File: src/rtl/pmem_line_responder_if.sv
// pmem_line_responder_if: 128-bit physical-memory line bus between a cache (master) and memory (slave).
interface pmem_line_responder_if;
  logic         pmem_read;
  logic         pmem_write;
  logic [15:0]  pmem_address;
  logic [127:0] pmem_wdata;
  logic [127:0] pmem_rdata;
  logic         pmem_resp;
  logic         pmem_error;
  modport master (
    output pmem_read, pmem_write, pmem_address, pmem_wdata,
    input  pmem_rdata, pmem_resp, pmem_error
  );
  modport slave (
    input  pmem_read, pmem_write, pmem_address, pmem_wdata,
    output pmem_rdata, pmem_resp, pmem_error
  );
endinterface

File: src/rtl/pmem_line_responder.sv
// pmem_line_responder: fixed-latency 128-bit line memory with a one-cycle completion pulse.
// Define PMEM_PROTOCOL_CHECK_EN to compile in the sticky protocol checker driving pmem_error.
module pmem_line_responder #(
  parameter int lines    = 32,
  parameter int log_line = 5,
  parameter int latency  = 4
) (
  input logic clk,
  input logic reset,
  pmem_line_responder_if.slave bus
);
  typedef enum logic [1:0] {IDLE, BUSY, RESP} state_t;
  state_t state, state_n;
  logic [7:0] cnt;
  logic is_wr;
  logic [log_line-1:0] idx;
  logic [127:0] wdata;
  logic [127:0] rdata;
  logic [127:0] mem [lines];
  logic accept, commit, sel_wr;
  logic [log_line-1:0] sel_idx;
  logic [127:0] sel_data;
  assign accept = state == IDLE && (bus.pmem_read || bus.pmem_write);
  always_comb begin
    state_n = state;
    state_n = state == RESP ? IDLE
            : state == BUSY ? (cnt == 8'd1 ? RESP : BUSY)
            : accept ? (latency == 1 ? RESP : BUSY) : IDLE;
  end
  // With latency 1 the commit edge is also the accept edge, so use the live inputs then.
  assign sel_wr   = state == IDLE ? bus.pmem_write : is_wr;
  assign sel_idx  = state == IDLE ? bus.pmem_address[log_line+3:4] : idx;
  assign sel_data = state == IDLE ? bus.pmem_wdata : wdata;
  assign commit   = state_n == RESP;
  always_ff @(posedge clk or posedge reset) begin
    if (reset) begin
      state <= IDLE;
      cnt   <= '0;
      is_wr <= 1'b0;
      idx   <= '0;
      wdata <= '0;
      rdata <= '0;
    end else begin
      state <= state_n;
      if (accept) begin
        is_wr <= bus.pmem_write;
        idx   <= bus.pmem_address[log_line+3:4];
        wdata <= bus.pmem_wdata;
        cnt   <= 8'(latency - 1);
      end else if (state == BUSY) cnt <= cnt - 8'd1;
      if (commit && !sel_wr) rdata <= mem[sel_idx];
    end
  end
  always_ff @(posedge clk)
    if (commit && sel_wr && !reset) mem[sel_idx] <= sel_data;
  assign bus.pmem_rdata = rdata;
  assign bus.pmem_resp  = state == RESP;
`ifdef PMEM_PROTOCOL_CHECK_EN
  logic [11:0] tag;
  logic error;
  always_ff @(posedge clk or posedge reset) begin
    if (reset) begin
      tag   <= '0;
      error <= 1'b0;
    end else begin
      if (accept) tag <= bus.pmem_address[15:4];
      if ((accept && bus.pmem_read && bus.pmem_write) ||
          (state == BUSY && ((is_wr ? !bus.pmem_write : !bus.pmem_read) || bus.pmem_address[15:4] != tag)))
        error <= 1'b1;
    end
  end
  assign bus.pmem_error = error;
`else
  assign bus.pmem_error = 1'b0;
`endif
endmodule

File: src/flat_wrapper.sv
// flat-port wrapper written by rule: the top's interface ports become plain ports
module pmem_line_responder_flat 
#(
  parameter int lines    = 32,
  parameter int log_line = 5,
  parameter int latency  = 4
)
  (clk, reset, bus_pmem_read, bus_pmem_write, bus_pmem_address, bus_pmem_wdata, bus_pmem_rdata, bus_pmem_resp, bus_pmem_error);
  pmem_line_responder_if bus_i ();
  input logic clk;
  input logic reset;
  input wire logic [$bits(bus_i.pmem_read)-1:0] bus_pmem_read;
  input wire logic [$bits(bus_i.pmem_write)-1:0] bus_pmem_write;
  input wire logic [$bits(bus_i.pmem_address)-1:0] bus_pmem_address;
  input wire logic [$bits(bus_i.pmem_wdata)-1:0] bus_pmem_wdata;
  output wire logic [$bits(bus_i.pmem_rdata)-1:0] bus_pmem_rdata;
  output wire logic [$bits(bus_i.pmem_resp)-1:0] bus_pmem_resp;
  output wire logic [$bits(bus_i.pmem_error)-1:0] bus_pmem_error;
  assign bus_i.pmem_read = bus_pmem_read;
  assign bus_i.pmem_write = bus_pmem_write;
  assign bus_i.pmem_address = bus_pmem_address;
  assign bus_i.pmem_wdata = bus_pmem_wdata;
  assign bus_pmem_rdata = bus_i.pmem_rdata;
  assign bus_pmem_resp = bus_i.pmem_resp;
  assign bus_pmem_error = bus_i.pmem_error;
  pmem_line_responder #(.lines(lines), .log_line(log_line), .latency(latency)) u_core (.clk(clk), .reset(reset), .bus(bus_i));
endmodule
File: config.mk
export PLATFORM = sky130hd
export DESIGN_NAME = pmem_line_responder_flat
export DESIGN_NICKNAME = d
export VERILOG_FILES = /design/src/rtl/pmem_line_responder_if.sv /design/src/rtl/pmem_line_responder.sv /design/src/flat_wrapper.sv
export SDC_FILE = /design/constraint.sdc
export NUM_CORES = 2
export LEC_CHECK = 0
export ABC_AREA = 0
export CAP_MARGIN = 25
export CORE_MARGIN = 2
export CORE_UTILIZATION = 35
export DETAILED_ROUTE_END_ITERATION = 6
export GPL_ROUTABILITY_DRIVEN = 0
export SETUP_SLACK_MARGIN = 0.3
export SYNTH_ARGS = -nofsm -noshare
export SYNTH_HDL_FRONTEND = slang
export SYNTH_SLANG_ARGS = --single-unit
File: constraint.sdc
create_clock -name clk -period 11.7 [get_ports clk]
set_input_delay 1.755 -clock clk [delete_from_list [all_inputs] [get_ports clk]]
set_output_delay 1.755 -clock clk [all_outputs]
set_load 0.02 [all_outputs]
# Word level (Yosys, flattened, before mapping)

Memory sizes are Yosys's and may differ from the RTL's. A register that Yosys moved wholly into a read port is not among the register bits.
Index checks and enable logic that the tools add are counted.
W data, S select, Z words.

Memory bits (writable): 4096
Memories kept: 1
Input port bits: 148
Register bits after elaboration: 144

Reduce and logical (&&, ||, !) cells: 9
Equal/unequal tests: 4
Multiplexer cells: 11
Add/subtract/negate cells: 1

Memory list:

| name       | depth | bits a word | read ports | clocked after Yosys merged registers in | write ports | RTL line                  | source |
|---|---|---|---|---|---|---|---|
| u_core.mem | 32    | 128         | 1          | 1                                       | 1           | pmem_line_responder.sv:19 | `logic [127:0] mem [lines];` |

Operators with widths:

| kind                  | number |
|---|---|
| $mux W128             | 1 |
| $mux W8               | 2 |
| $eq A8 B1 Y1 const B  | 1 |
| $sub A8 B1 Y8 const B | 1 |
| $mux W2               | 3 |
| $mux W5               | 1 |
| $eq A2 B2 Y1 const B  | 2 |
| $logic_and A1 B1 Y1   | 4 |
| $mux W1               | 4 |
| $eq A2 B1 Y1 const B  | 1 |
| $logic_not A1 Y1      | 2 |
| $logic_not A2 Y1      | 1 |
| $reduce_bool A2 Y1    | 1 |
| $logic_or A1 B1 Y1    | 1 |

# Logic depth before layout (Yosys ltp)

Depth in word-level cells: 10
Depth in mapped cells: 10
Depth with buffers taken out: 7

# Worst setup path before layout

No wires, ideal clock.

Path type: in2reg
Start: input port bus_pmem_address[4]
End: memory u_core.mem[0][0] (enable)
Required time: 11.083 ns
Setup time: 0.617 ns
Arrival time: 8.454 ns
Path slack: 2.629 ns
Stages on the path: 8
Buffers on the path: 4
Path through: or4_1 o31ai_1 buf_2 buf_4 buf_4 buf_4 nand2_1 nor2_1

Cells in the longest elaborated chain, start to end: 1

RTL lines:

| element            | RTL line                  | source |
|---|---|---|
| start: declaration | flat_wrapper.sv:14        | `input wire logic [$bits(bus_i.pmem_address)-1:0] bus_pmem_address;` |
| $mux W5            | pmem_line_responder.sv:32 | `assign sel_idx = state == IDLE ? bus.pmem_address[log_line+3:4] : idx;` |
| end: declaration   | pmem_line_responder.sv:19 |  |

Every way passes these cells.

# Worst setup path in the final report

Start: register u_core.state[1]
End: register u_core.rdata[94], in the netlist u_core.bus.pmem_rdata[94] (read register of u_core.mem)

Cells in the longest elaborated chain, start to end: 7

RTL lines:

| element                  | RTL line                                                                        | source |
|---|---|---|
| start: declaration       | pmem_line_responder.sv:13                                                       | `state_t state, state_n;` |
| start signal: assignment | pmem_line_responder.sv:44                                                       | `state <= state_n;` |
| $logic_not A2 Y1         | pmem_line_responder.sv:23, pmem_line_responder.sv:31, pmem_line_responder.sv:32 |  |
| $logic_and A1 B1 Y1      | pmem_line_responder.sv:23                                                       | `assign accept = state == IDLE && (bus.pmem_read \|\| bus.pmem_write);` |
| $mux W1                  | pmem_line_responder.sv:28                                                       | `: accept ? (latency == 1 ? RESP : BUSY) : IDLE;` |
| $mux W2                  | pmem_line_responder.sv:27                                                       | `: state == BUSY ? (cnt == 8'd1 ? RESP : BUSY)` |
| $mux W2                  | pmem_line_responder.sv:26                                                       | `state_n = state == RESP ? IDLE` |
| $eq A2 B2 Y1             | pmem_line_responder.sv:34                                                       | `assign commit = state_n == RESP;` |
| $logic_and A1 B1 Y1      | pmem_line_responder.sv:51                                                       | `if (commit && !sel_wr) rdata <= mem[sel_idx];` |
| end: declaration         | pmem_line_responder.sv:18                                                       | `logic [127:0] rdata;` |

Several ways; a longest one is shown, not always the timed one.
A chain may end at the register's enable or synchronous reset.

==> results.md <==
- STA classifies the critical path startpoint as a flip-flop.
- The top cell types in the final layout, fill and taps aside, are sky130_fd_sc_hd__edfxtp_1, sky130_fd_sc_hd__a22oi_1, sky130_fd_sc_hd__a21oi_1, sky130_fd_sc_hd__nand2_1, sky130_fd_sc_hd__clkbuf_16.
- The number of rows created at floorplan is 248.
- The clock tree root driver cell is sky130_fd_sc_hd__clkbuf_16.
- The number of placed instances with taps included is 15182.
- The count of nets left with antenna violations after detail routing is 0.
- The total overflow left after global routing is 0.
- The overall global routing resource usage is ~21%.
- On the critical path, the stage with the largest delay is an instance of sky130_fd_sc_hd__buf_4.
- Setup violations remaining at the end of the flow were counted as 0.
- The number of hold buffers added after CTS was 0.
- The synthesized design spends more area on one cell type than any other, namely sky130_fd_sc_hd__edfxtp_1.
- The mean instance size in the synthesized netlist is about 17 sq um.
- Summing all placed instances gives a cell area of 170000 sq um.
- Setup repair after global routing left no endpoint under its margin.
- The count of filler cells inserted in the layout is 40199.
- The share of final-layout standard cells stronger than drive strength 1 is 9.84%.
- The post-layout instance area is ~180000 sq um.
- The total count of max-transition violations in the final report is 0.
- The die covers 463000 sq um.
- The overall via count from detail_route is 93195.
- The initial cell density of the core is around a third.
- The DRC violation total after the first TritonRoute iteration is 12808.
- The critical path in this run is classified as flip-flop to flip-flop.
- In this run the power density over the cells is ~170 nW/um^2.
- The number of enable-type register cells in the synthesized netlist is 4096.
- The maximum number of pins on one net before global-route repair is between 150 and 200.
- The sequential cell area in the final layout is 130000 sq um.
- The HPWL after detailed placement is 230000 microns.
- The number of instances in the synthesized netlist is 9363.
- The area growth from synthesis to final layout is 14.3%.
- The worst path required time is 12530 ps.
- In this run, synthesis produced a sequential element count of 4368.
- The number of antenna violations at the first check in global routing is 18.
- The transition time at the pin with the least slew margin is between 1000 and 1500 ps.
- The total length of routed wires is 496000 microns.
- The signal on the critical path passes through nor2_4 -> buf_16 -> buf_4 -> mux2i_4 -> buf_12 -> buf_4 -> buf_4 -> buf_4 -> a22oi_1 -> a21oi_1 -> nor4_1 -> a31oi_1.
- TritonCTS created 402 clock buffers.
- The core region is 456000 sq um.
- The number of gates resized after cts is 0.
- The clock tree buffer depth is 4.
- The number of I/O port buffers is 265.
- The endpoint class of the critical path is a flip-flop.
- Summing all multi-input logic gate instances after layout gives 27600 sq um.
- The completed layout was analyzed and its total power is between 30 and 40 mW.
- The die is just under 700 microns wide.
- For this run, design rule violations remaining after detail routing come to 16.
- Counting distinct cell types in the post-synthesis netlist gives 39.
- The detailed-route wire length per cell is 31.1 microns.
- The largest clock skew in the final design is 55.8 ps.
- The number of hold violations in the final report was 0.
- At the end of the flow, the number of nets in the layout was 9739.
- Along the worst path, the maximum fanout reaches 131.
- ~280 I/O pins were placed.
- The source-to-sink clock delay at the later pin of the worst-skew pair is 940 ps.
- The leading register cell type out of synthesis is sky130_fd_sc_hd__edfxtp_1.
- In this design, the stage delay of the slowest critical-path cell is 840 ps.
- Together, buffers and inverters on the worst path number 6.
- The leakage power is 55.1 nW.
- The flow ran to the end, but the final reports show violations.
- The checks that failed: design-rule violations.
- The worst hold path class is flip-flop to flip-flop.
- Leaving out fill and tap cells, the most frequent cell in the layout is sky130_fd_sc_hd__edfxtp_1.
- The first-pass GRT wire length is 688000 microns.
- The number of nets in the synthesized netlist is 9513.
- The number of standard cells in the layout, taps in and fillers out is 15928.
- The minimum clock period after layout is around 6500 ps.
- The area of the mapped netlist is about 160000 sq um.
- The async set-or-reset flop fraction in the synthesized netlist is 6.23%.
- The number of buffers inserted to repair setup after CTS is 0.
- Grouping stages by cell kind, the critical path spends the most delay in buffers and inverters.
- By instance count, the cell type seen most on the critical path is sky130_fd_sc_hd__buf_4.
- The final cycle utilization of the critical path is a little under three fifths.
- IR analysis of the VDD net gives a maximum drop of roughly 140 uV.
- Max-cap violations in this run came to 0.
- The total of warnings raised by yosys is 0.
- The setup slack of the worst register-to-register path is 5240 ps.
- The vertical extent of the die is about 700 microns.
- The final setup TNS is 0 ps.
- The clock net in this run drives a total of 4368 sinks.
- The worst slew margin relative to its limit is 16.8%.
- Summing the sequential cell areas from Yosys gives 81.1% of the chip area.
- The first detailed-routing pass ran for 7 iterations.
- The level count of the clock H-tree is 5.
- The area share of the leading cell type in the synthesized netlist is 76.8%.
- By area the synthesized netlist is led by sky130_fd_sc_hd__edfxtp_1, sky130_fd_sc_hd__a22oi_1, sky130_fd_sc_hd__dfrtp_1, sky130_fd_sc_hd__a21oi_1, sky130_fd_sc_hd__buf_2.
- The via count of the first global-routing pass is 91693.
- STA puts the critical path data arrival time at around 7300 ps.
- The timing-limited maximum frequency is 155 MHz.
- TritonCTS built the clock tree.
- The clock input transition at the sequential cells of the worst setup and hold paths is 60 ps.
- In the routed layout, each cell is associated on average with a via count of 5.85.
## state kept, by name (all words and copies together), names as in the netlist
name,count
u_core.bus.pmem_rdata,128
u_core.cnt,8
u_core.mem,4096
u_core.wdata,128
u_core.idx,5
u_core.is_wr,1
u_core.state,2
## kinds of logic after synthesis
family | synth area share, %
buf+inv | 1.90
other cells | 0.00234
xor+xnor | 0.0219
compound gates | 13.4
mux | 0.948
simple gates | 2.68
fa+ha+maj | 0.0156
flops | 81.1
## where the power goes
group	internal, mW	switching, mW
logic	0.0426	0.0720
clock network	7.61	5.66
registers	16.8	0.0000000000000000161
total	24.5	5.74
## worst paths after layout
check | from | to | depth (start not counted)
max in group asynchronous | reset | u_core.bus.pmem_rdata[22] | 4
hold / removal | u_core.wdata[29] | u_core.wdata[29] | 2
hold reg to reg | u_core.wdata[29] | u_core.wdata[29] | 2
min in group asynchronous | reset | u_core.cnt[7] | 2
setup / recovery | u_core.state[1] | u_core.bus.pmem_rdata[94] | 12
setup reg to reg | u_core.state[1] | u_core.bus.pmem_rdata[94] | 12
## metal layers
| layer | track usage, % | share of wire, % |
|---|---|---|
| met1 | 25.7 | 38 |
| met2 | 35.6 | 50 |
| met3 | 3.15 | 8.4 |
| met4 | 8.37 | 4.4 |
| met5 | 0 | 0.018 |
## cells in the mapped netlist, drive strengths merged, types with 3 or more instances
library cell	n
a21oi	1025
a22oi	2048
a31oi	128
buf	476
clkbuf	164
dfrtp	272
edfxtp	4096
inv	5
mux2	130
mux2i	5
nand2	420
nand2b	5
nor2	294
nor3	129
nor4	129
o21ai	9
or4	3
or4b	4
## cell type report
class,instances,area share [%]
antenna,2,0.00274
sequential,4368,70.9
multi-input combinational,4350,15.1
tap,6000,4.10
timing repair buffer,462,2.57
inverter,5,0.0144
clock buffer,544,6.13
clock inverter,197,1.13
## metrics by stage
stage | setup WS, ps | utilization, % | hold WS, ps
5_1_grt | 5070 | 40.1 | 485
4_1_cts | 5030 | 40.1 | 474
3_3_place_gp | 4760 | 37.2 | 460
2_1_floorplan | 2450 | - | 442
6_report | 5240 | 40.1 | 469
3_5_place_dp | 4670 | 37.2 | 459
## worst register-to-register path, delay by kind of cell (launching register included)
kind	cells	cell delay [ps]
compound gates	3	650
buf+inv	6	4210
flops	1	480
mux	1	440
simple gates	2	610
Power figures use the tool's default switching activity.
